===== src/rtl/stage_mem_lsu_if.sv =====
// stage_mem_lsu_if: Wishbone classic data-side bus between the LSU (master) and memory (slave).
interface stage_mem_lsu_if #(
  parameter int XLEN   = 32,
  parameter int ADDR_W = 32
);
  logic              cyc;
  logic              stb;
  logic              we;
  logic [XLEN/8-1:0] sel;
  logic [XLEN-1:0]   dat_o;
  logic [ADDR_W-1:0] addr;
  logic [XLEN-1:0]   dat_i;
  logic              ack;
  logic              err;
  modport master (output cyc, stb, we, sel, dat_o, addr, input dat_i, ack, err);
  modport slave  (input cyc, stb, we, sel, dat_o, addr, output dat_i, ack, err);
endinterface


===== src/rtl/stage_mem_lsu.sv =====
// stage_mem_lsu: registered memory-stage load/store unit driving a Wishbone classic master.
module stage_mem_lsu #(
  parameter int XLEN    = 32,
  parameter int ADDR_W  = 32,
  parameter int TIMEOUT = 255
) (
  input  logic                 clk_i,
  input  logic                 rst_i,
  input  logic                 req_i,
  input  logic                 we_i,
  input  logic [2:0]           funct3_i,
  input  logic [ADDR_W-1:0]    addr_i,
  input  logic [XLEN-1:0]      st_data_i,
  input  logic                 kill_i,
  output logic                 stall_o,
  output logic                 done_o,
  output logic [XLEN-1:0]      ld_data_o,
  output logic                 e_ld_addr_mis_o,
  output logic                 e_st_addr_mis_o,
  output logic                 e_ld_access_o,
  output logic                 e_st_access_o,
  output logic [ADDR_W-1:0]    fault_addr_o,
  stage_mem_lsu_if.master      wbm
);
  localparam int SW  = XLEN / 8;
  localparam int OFF = $clog2(SW);
  localparam int CW  = TIMEOUT > 1 ? $clog2(TIMEOUT + 1) : 1;
  typedef enum logic [1:0] {IDLE, BUS, DONE} state_t;
  state_t          state;
  logic [OFF-1:0]  lane, lane_q;
  logic [1:0]      size_q;
  logic            uns_q;
  logic [CW-1:0]   cnt;
  logic            mis, tmo, fault, sgn;
  logic [SW-1:0]   mask;
  logic [XLEN-1:0] rep, sh, lowm, fmt;
  assign stall_o = req_i & ~done_o;
  always_comb begin
    lane = addr_i[OFF-1:0];
    mis  = funct3_i[1:0] == 2'b01 ? addr_i[0] :
           funct3_i[1:0] == 2'b10 ? |addr_i[1:0] :
           funct3_i[1:0] == 2'b11 ? (XLEN == 32) || (|addr_i[2:0]) : 1'b0;
    mask = funct3_i[1:0] == 2'b00 ? SW'(8'h01) :
           funct3_i[1:0] == 2'b01 ? SW'(8'h03) :
           funct3_i[1:0] == 2'b10 ? SW'(8'h0F) : SW'(8'hFF);
    rep  = funct3_i[1:0] == 2'b00 ? {SW{st_data_i[7:0]}} :
           funct3_i[1:0] == 2'b01 ? {(SW/2){st_data_i[15:0]}} :
           funct3_i[1:0] == 2'b10 ? {(XLEN/32){st_data_i[31:0]}} : st_data_i;
    // load formatting: shift the addressed lane down, then mask and sign-fill above the access size
    sh   = wbm.dat_i >> {lane_q, 3'b000};
    lowm = size_q == 2'b00 ? XLEN'(8'hFF) :
           size_q == 2'b01 ? XLEN'(16'hFFFF) :
           size_q == 2'b10 ? XLEN'(32'hFFFF_FFFF) : {XLEN{1'b1}};
    sgn  = ~uns_q & (size_q == 2'b00 ? sh[7] : size_q == 2'b01 ? sh[15] :
                     size_q == 2'b10 ? sh[31] : sh[XLEN-1]);
    fmt  = (sh & lowm) | (~lowm & {XLEN{sgn}});
    tmo  = (TIMEOUT != 0) && (cnt == CW'(TIMEOUT - 1));
    fault = wbm.err | (tmo & ~wbm.ack);
  end
  always_ff @(posedge clk_i) begin
    if (!rst_i) begin
      state           <= IDLE;
      wbm.cyc         <= 1'b0;
      wbm.stb         <= 1'b0;
      wbm.we          <= 1'b0;
      wbm.sel         <= '0;
      wbm.dat_o       <= '0;
      wbm.addr        <= '0;
      done_o          <= 1'b0;
      ld_data_o       <= '0;
      e_ld_addr_mis_o <= 1'b0;
      e_st_addr_mis_o <= 1'b0;
      e_ld_access_o   <= 1'b0;
      e_st_access_o   <= 1'b0;
      fault_addr_o    <= '0;
      cnt             <= '0;
      lane_q          <= '0;
      size_q          <= '0;
      uns_q           <= 1'b0;
    end else if (kill_i) begin
      state           <= IDLE;
      wbm.cyc         <= 1'b0;
      wbm.stb         <= 1'b0;
      wbm.we          <= 1'b0;
      done_o          <= 1'b0;
      e_ld_addr_mis_o <= 1'b0;
      e_st_addr_mis_o <= 1'b0;
      e_ld_access_o   <= 1'b0;
      e_st_access_o   <= 1'b0;
    end else begin
      case (state)
        IDLE: if (req_i) begin
          fault_addr_o <= addr_i;
          if (mis) begin
            state           <= DONE;
            done_o          <= 1'b1;
            e_ld_addr_mis_o <= ~we_i;
            e_st_addr_mis_o <= we_i;
          end else begin
            state     <= BUS;
            wbm.cyc   <= 1'b1;
            wbm.stb   <= 1'b1;
            wbm.we    <= we_i;
            wbm.sel   <= mask << lane;
            wbm.dat_o <= rep;
            wbm.addr  <= addr_i & ~ADDR_W'(SW - 1);
            lane_q    <= lane;
            size_q    <= funct3_i[1:0];
            uns_q     <= funct3_i[2];
            cnt       <= '0;
          end
        end
        BUS: if (fault | wbm.ack) begin
          state         <= DONE;
          done_o        <= 1'b1;
          wbm.cyc       <= 1'b0;
          wbm.stb       <= 1'b0;
          wbm.we        <= 1'b0;
          e_ld_access_o <= fault & ~wbm.we;
          e_st_access_o <= fault & wbm.we;
          if (!fault && !wbm.we) ld_data_o <= fmt;
        end else begin
          cnt <= cnt + 1'b1;
        end
        DONE: begin
          state           <= IDLE;
          done_o          <= 1'b0;
          e_ld_addr_mis_o <= 1'b0;
          e_st_addr_mis_o <= 1'b0;
          e_ld_access_o   <= 1'b0;
          e_st_access_o   <= 1'b0;
        end
        default: state <= IDLE;
      endcase
    end
  end
endmodule


===== src/flat_wrapper.sv =====
// flat-port wrapper written by rule: the top's interface ports become plain ports
module stage_mem_lsu_flat 
#(
  parameter int XLEN    = 32,
  parameter int ADDR_W  = 32,
  parameter int TIMEOUT = 255
)
  (clk_i, rst_i, req_i, we_i, funct3_i, addr_i, st_data_i, kill_i, stall_o, done_o, ld_data_o, e_ld_addr_mis_o, e_st_addr_mis_o, e_ld_access_o, e_st_access_o, fault_addr_o, wbm_cyc, wbm_stb, wbm_we, wbm_sel, wbm_dat_o, wbm_addr, wbm_dat_i, wbm_ack, wbm_err);
  stage_mem_lsu_if #(.XLEN(XLEN), .ADDR_W(ADDR_W)) wbm_i ();
  input  logic clk_i;
  input  logic rst_i;
  input  logic req_i;
  input  logic we_i;
  input  logic [2:0] funct3_i;
  input  logic [ADDR_W-1:0] addr_i;
  input  logic [XLEN-1:0] st_data_i;
  input  logic kill_i;
  output logic stall_o;
  output logic done_o;
  output logic [XLEN-1:0] ld_data_o;
  output logic e_ld_addr_mis_o;
  output logic e_st_addr_mis_o;
  output logic e_ld_access_o;
  output logic e_st_access_o;
  output logic [ADDR_W-1:0] fault_addr_o;
  output wire logic [$bits(wbm_i.cyc)-1:0] wbm_cyc;
  output wire logic [$bits(wbm_i.stb)-1:0] wbm_stb;
  output wire logic [$bits(wbm_i.we)-1:0] wbm_we;
  output wire logic [$bits(wbm_i.sel)-1:0] wbm_sel;
  output wire logic [$bits(wbm_i.dat_o)-1:0] wbm_dat_o;
  output wire logic [$bits(wbm_i.addr)-1:0] wbm_addr;
  input wire logic [$bits(wbm_i.dat_i)-1:0] wbm_dat_i;
  input wire logic [$bits(wbm_i.ack)-1:0] wbm_ack;
  input wire logic [$bits(wbm_i.err)-1:0] wbm_err;
  assign wbm_cyc = wbm_i.cyc;
  assign wbm_stb = wbm_i.stb;
  assign wbm_we = wbm_i.we;
  assign wbm_sel = wbm_i.sel;
  assign wbm_dat_o = wbm_i.dat_o;
  assign wbm_addr = wbm_i.addr;
  assign wbm_i.dat_i = wbm_dat_i;
  assign wbm_i.ack = wbm_ack;
  assign wbm_i.err = wbm_err;
  stage_mem_lsu #(.XLEN(XLEN), .ADDR_W(ADDR_W), .TIMEOUT(TIMEOUT)) u_core (.clk_i(clk_i), .rst_i(rst_i), .req_i(req_i), .we_i(we_i), .funct3_i(funct3_i), .addr_i(addr_i), .st_data_i(st_data_i), .kill_i(kill_i), .stall_o(stall_o), .done_o(done_o), .ld_data_o(ld_data_o), .e_ld_addr_mis_o(e_ld_addr_mis_o), .e_st_addr_mis_o(e_st_addr_mis_o), .e_ld_access_o(e_ld_access_o), .e_st_access_o(e_st_access_o), .fault_addr_o(fault_addr_o), .wbm(wbm_i));
endmodule

===== config.mk =====
export PLATFORM = sky130hd
export DESIGN_NAME = stage_mem_lsu_flat
export DESIGN_NICKNAME = d
export VERILOG_FILES = /design/src/rtl/stage_mem_lsu_if.sv /design/src/rtl/stage_mem_lsu.sv /design/src/flat_wrapper.sv
export SDC_FILE = /design/constraint.sdc
export NUM_CORES = 1
export LEC_CHECK = 0
export BUFFER_PORTS_ARGS = -buffer_cell sky130_fd_sc_hd__buf_2
export CAP_MARGIN = 20
export CELL_PAD_IN_SITES_DETAIL_PLACEMENT = 0
export CELL_PAD_IN_SITES_GLOBAL_PLACEMENT = 1
export CORE_UTILIZATION = 39
export CTS_BUF_LIST = sky130_fd_sc_hd__clkbuf_8
export CTS_CLUSTER_SIZE = 30
export DETAILED_ROUTE_END_ITERATION = 6
export PLACE_DENSITY = 0.95
export SLEW_MARGIN = 20
export SYNTH_ARGS = -nofsm -noshare
export SYNTH_HDL_FRONTEND = slang
export SYNTH_SLANG_ARGS = --single-unit

===== constraint.sdc =====
create_clock -name clk_i -period 4.1 [get_ports clk_i]
set_input_delay 0.615 -clock clk_i [delete_from_list [all_inputs] [get_ports clk_i]]
set_output_delay 0.615 -clock clk_i [all_outputs]
set_load 0.02 [all_outputs]

Word level (Yosys, flattened, before mapping)
Cells that the tools add are included.
W data, S select, Z words.
- add/sub/neg operators: 1
- bitwise logic cells: 19
- shift-type cells: 2
- reductions and logical operators: 21
- multiplexer cells: 40
- equal/unequal tests: 12
- operators by type and width (operator ; count):
    $mux W32 ; 4
    $and A32 B32 Y32 ; 2
    $not A32 Y32 ; 1
    $or A32 B32 Y32 ; 1
    $shr A32 B5 Y32 ; 1
    $mux W8 ; 3
    $mux W1 ; 19
    $pmux W8 S2 ; 1
    $reduce_and A4 Y1 ; 4
    $pmux W1 S2 ; 6
    $add A8 B1 Y8 const B ; 1
    $eq A8 B8 Y1 const B ; 1
    $mux W4 ; 2
    $not A1 Y1 ; 8
    $eq A2 B1 Y1 const B ; 3
    $eq A2 B2 Y1 const B ; 3
    $logic_not A2 Y1 ; 3
    $mux W2 ; 3
    $ne A2 B2 Y1 const B ; 3
    $reduce_and A3 Y1 ; 2
    $reduce_bool A2 Y1 ; 3
    $and A1 B1 Y1 ; 5
    $reduce_and A5 Y1 ; 1
    $ne A2 B1 Y1 const B ; 2
    9 further kinds ; 13
- register bits after elaboration: 152
- output and inout bits: 141

Depth between registers and ports, before layout
- depth after elaboration: 7
- mapped depth: 8

Least setup slack after synthesis
OpenSTA, ideal clock, no wires.
- path type: input -> register
- start: in kill_i
- end: reg u_core.ld_data_o[21]
- cell stages on the path: 6
- arrival time: 2.153 ns
- buffers on the path: 2
- setup time: 0.119 ns
- setup slack: 1.829 ns
- required time: 3.981 ns
- cell sequence: clkbuf_1 > or4b_1 > nor3_4 > o31ai_2 > buf_2 > o221a_1
- word-level cells in the longest chain between the ends: 2
- RTL lines (item ; RTL line ; RTL):
    from (decl) ; flat_wrapper.sv:17 ; input logic kill_i;
    $not A1 Y1 (no source line) ; -- ;
    $reduce_and A4 Y1 (no source line) ; -- ;
    to (signal assigned) ; stage_mem_lsu.sv:121 ; if (!fault && !wbm.we) ld_data_o <= fmt;
    to (decl) ; stage_mem_lsu.sv:17 ; output logic [XLEN-1:0] ld_data_o,
Every way passes these cells.
A chain may end at the register's enable or synchronous reset.

Worst setup path in the final report
- start: reg u_core.lane_q[1]
- end: reg u_core.ld_data_o[18]
- word-level cells in the longest chain between the ends: 6
- RTL lines (item ; RTL line ; RTL):
    from (decl) ; stage_mem_lsu.sv:30 ; logic [OFF-1:0] lane, lane_q;
    from (signal assigned) ; stage_mem_lsu.sv:107 ; lane_q <= lane;
    $shr A32 B5 Y32 * ; stage_mem_lsu.sv:50 ; sh = wbm.dat_i >> {lane_q, 3'b000};
    $mux W1 (2 in series) ; stage_mem_lsu.sv:54 ; sgn = ~uns_q & (size_q == 2'b00 ? sh[7] : size_q == 2'b01 ? sh[15] :
    $and A1 B1 Y1 ; stage_mem_lsu.sv:54 ;
    $and A32 B32 Y32 ; stage_mem_lsu.sv:56 ; fmt = (sh & lowm) | (~lowm & {XLEN{sgn}});
    $or A32 B32 Y32 * ; stage_mem_lsu.sv:56 ;
Every way passes the cells marked *; elsewhere a longest branch is shown, timed or not.

==> out/results.txt <==
status = completed
number of global-route vias before repair = 5564
Fin. Hold Viols = 0
I/O Buffers = 244
Final Cell Area = 8210 um2
Synth area leader = dfxtp_1
Fin Setup TNS = 0 ns
crit end category = register
Seq/Total Area, Yosys = 0.468
HP Start = we_i
endpoints failing setup = 0
Critical Path Source Type = register
placed instance area = 7840 um2
number of setup buffers added after CTS = 0
post-CTS sizing = 0
CTS tree = done
RD Place Congestion = 0.883
Tot Pwr = 3.05 mW
synth top area cells = dfxtp_1, nand2_1, mux2i_1
post-synthesis cell type count = 48
non-filler instance count after layout = 1205
cts hold-fix bufs = 0
layout cell share with drive strength beyond 1 = 0.304
Slew HR = 0.319
largest net degree at the start of global routing = 68
placed instance count = 1173
Peak Freq = 0.388 GHz
WL/cell = 15.5 um
reg-to-reg critical path startpoint = u_core.lane_q[1]$_SDFFE_PN0P_
final setup skew = 0.0105 ns
Yosys reg bits = 152
DP Worst Slack = 1.26 ns
Cells after Synth = 765
CTS Buf Count = 17
Reg clk slew, reported paths = 0.08 ns
antenna violations before repair = 0
GRT Residual Overflow = 0
WP data arrival = 2.96 ns
Final #Nets = 1084
most common cell after layout, fill and taps aside = buf_2
Top FF cell, synth = dfxtp_1
DRT Wirelength = 18.6 mm
Max IR drop VDD = 215 uV
post-layout worst setup margin = 1.52 ns
clock sink count = 152
RSZ-0062 raised after global routing = false
DP HPWL = 13.4 mm
Starting Density = 0.405
crit path kind = register to register
commonest non-fill, non-tap cells in the layout = buf_2, nand2_1, dfxtp_1, a21oi_1, mux2i_1
fin. max-slew vios = 0
I/O Pins = 247
Iteration-0 DRC Markers = 403
Die Span Y = 131 um
CTS max path bufs = 2
CTS Root Buffer Type = clkbuf_8
DR vias/cell = 5.12
min-delay worst type = input port to register
Synth top area share = 0.468
diodes inserted = 0
gr usage total = 0.214
DR pass1 iterations = 4
YS warnings = 0
row count = 46
worst skew pair latency = 0.45 ns
asr flop ratio synth = 0
Worst-Margin Slew = 1.02 ns
Die ar. = 17200 um2
min Tclk post-route = 2.58 ns
area delta synth->final = 26.3%
Req. time, crit path = 4.48 ns
Pleak = 3.51 nW
# DRC = 0
fill count = 1559
core area = 16100 um2
Avg Inst Size Synth = 8.50 um2
ANT nets after route = 0
first-pass GRT wire length = 29.5 mm
total vias in the final route = 6170
Final period util = 0.629
Die Wd = 131 um
maximum fanout along the worst path = 23
Post-Synthesis Cell Area = 6500 um2
EDFF count, synth = 0
max_cap viols = 0
Worst setup startpoint = u_core.lane_q[1]$_SDFFE_PN0P_
Cell Pwr Density = 371 nW/um2
CTS H-tree lvls = 4
-- critical path: stages, from the launching register on --
cell and delay [ns]:
dfxtp_1 0.96, or2_2 0.24, o221ai_1 0.12, o31ai_2 0.86, o221a_2 0.34
-- worst paths after layout --
check                           slack [ns]  cells after the start                                  end
worst max-delay path                  1.52                      4    u_core.ld_data_o[18]$_SDFFE_PN0P_
worst min register to register        0.45                      2       u_core.wbm.sel[2]$_SDFFE_PN0P_
worst max register to register        1.52                      4    u_core.ld_data_o[18]$_SDFFE_PN0P_
worst min-delay path                  0.40                      2  u_core.e_ld_addr_mis_o$_SDFFE_PP0P_
-- through the flow --
stage / utilization / hold WS [ns]
CTS: 0.512 / 0.370
floorplan: - / 0.450
detailed placement: 0.488 / 0.442
finish: 0.512 / 0.404
global placement: 0.488 / 0.438
global route: 0.512 / 0.387
-- area by class of cell --
| class | count | area [um2] | share of cell area |
|---|---|---|---|
| clock buffer | 17 | 234 | 0.0285 |
| clock inverter | 15 | 139 | 0.0169 |
| inverter | 7 | 27.5 | 0.00335 |
| multi-input combinational | 545 | 3200 | 0.389 |
| sequential | 152 | 3040 | 0.370 |
| tap | 216 | 270 | 0.0329 |
| timing repair buffer | 253 | 1300 | 0.158 |
-- Yosys cell counts (5+ instances only) --
library cell  number
a211oi_1          18
a21oi_1           97
a311oi_1          10
and2_1             8
buf_1              5
buf_2             14
buf_4              5
clkbuf_1          38
dfxtp_1          152
inv_1              6
mux2i_1           58
nand2_1          185
nand3_1            9
nor2_1            46
nor2b_1            8
nor3_1             6
o211ai_1           8
o21ai_0           14
o221a_1           10
o221a_2            6
o2bb2ai_1         10
or3_1              9
-- kinds of logic (layout without fill, tap and decap cells) --
| family | Yosys count | in the layout | synth area share |
|---|---|---|---|
| fa+ha+maj | 2 | 2 | 0.00385 |
| flops | 152 | 152 | 0.468 |
| buf+inv | 69 | 292 | 0.0454 |
| simple gates | 288 | 288 | 0.190 |
| other cells | 1 | 2 | 0.000577 |
| mux | 62 | 62 | 0.0979 |
| compound gates | 191 | 191 | 0.194 |
-- layer usage --
layer / up-vias / global-route usage / wire (um)
met2: 168 / 0.339 / 8750
li1: 3088 / - / -
met4: 0 / 0.0771 / 348
met1: 2889 / 0.279 / 8490
met5: - / 0 / 0
met3: 25 / 0.0559 / 1060
-- power breakdown --
group | internal [mW] | switching, mW | total (mW)
sequential | 1.52 | 0.0273 | 1.55
combinational | 0.146 | 0.261 | 0.407
clock | 0.531 | 0.563 | 1.09
total | 2.20 | 0.851 | 3.05
-- state kept, by name (all words and copies together), names as in the netlist --
name and flops:
u_core.e_ld_access_o 1, u_core.done_o 1, u_core.state 2, u_core.wbm.addr 30, u_core.wbm.we 1, u_core.cnt 8, u_core.e_st_addr_mis_o 1, u_core.e_st_access_o 1
u_core.ld_data_o 32, u_core.fault_addr_o 32, u_core.size_q 2, u_core.lane_q 2, u_core.wbm.dat_o 32, u_core.wbm.stb 1, u_core.uns_q 1, u_core.wbm.sel 4
u_core.e_ld_addr_mis_o 1
Note: power is estimated with default switching activity, not from simulation.
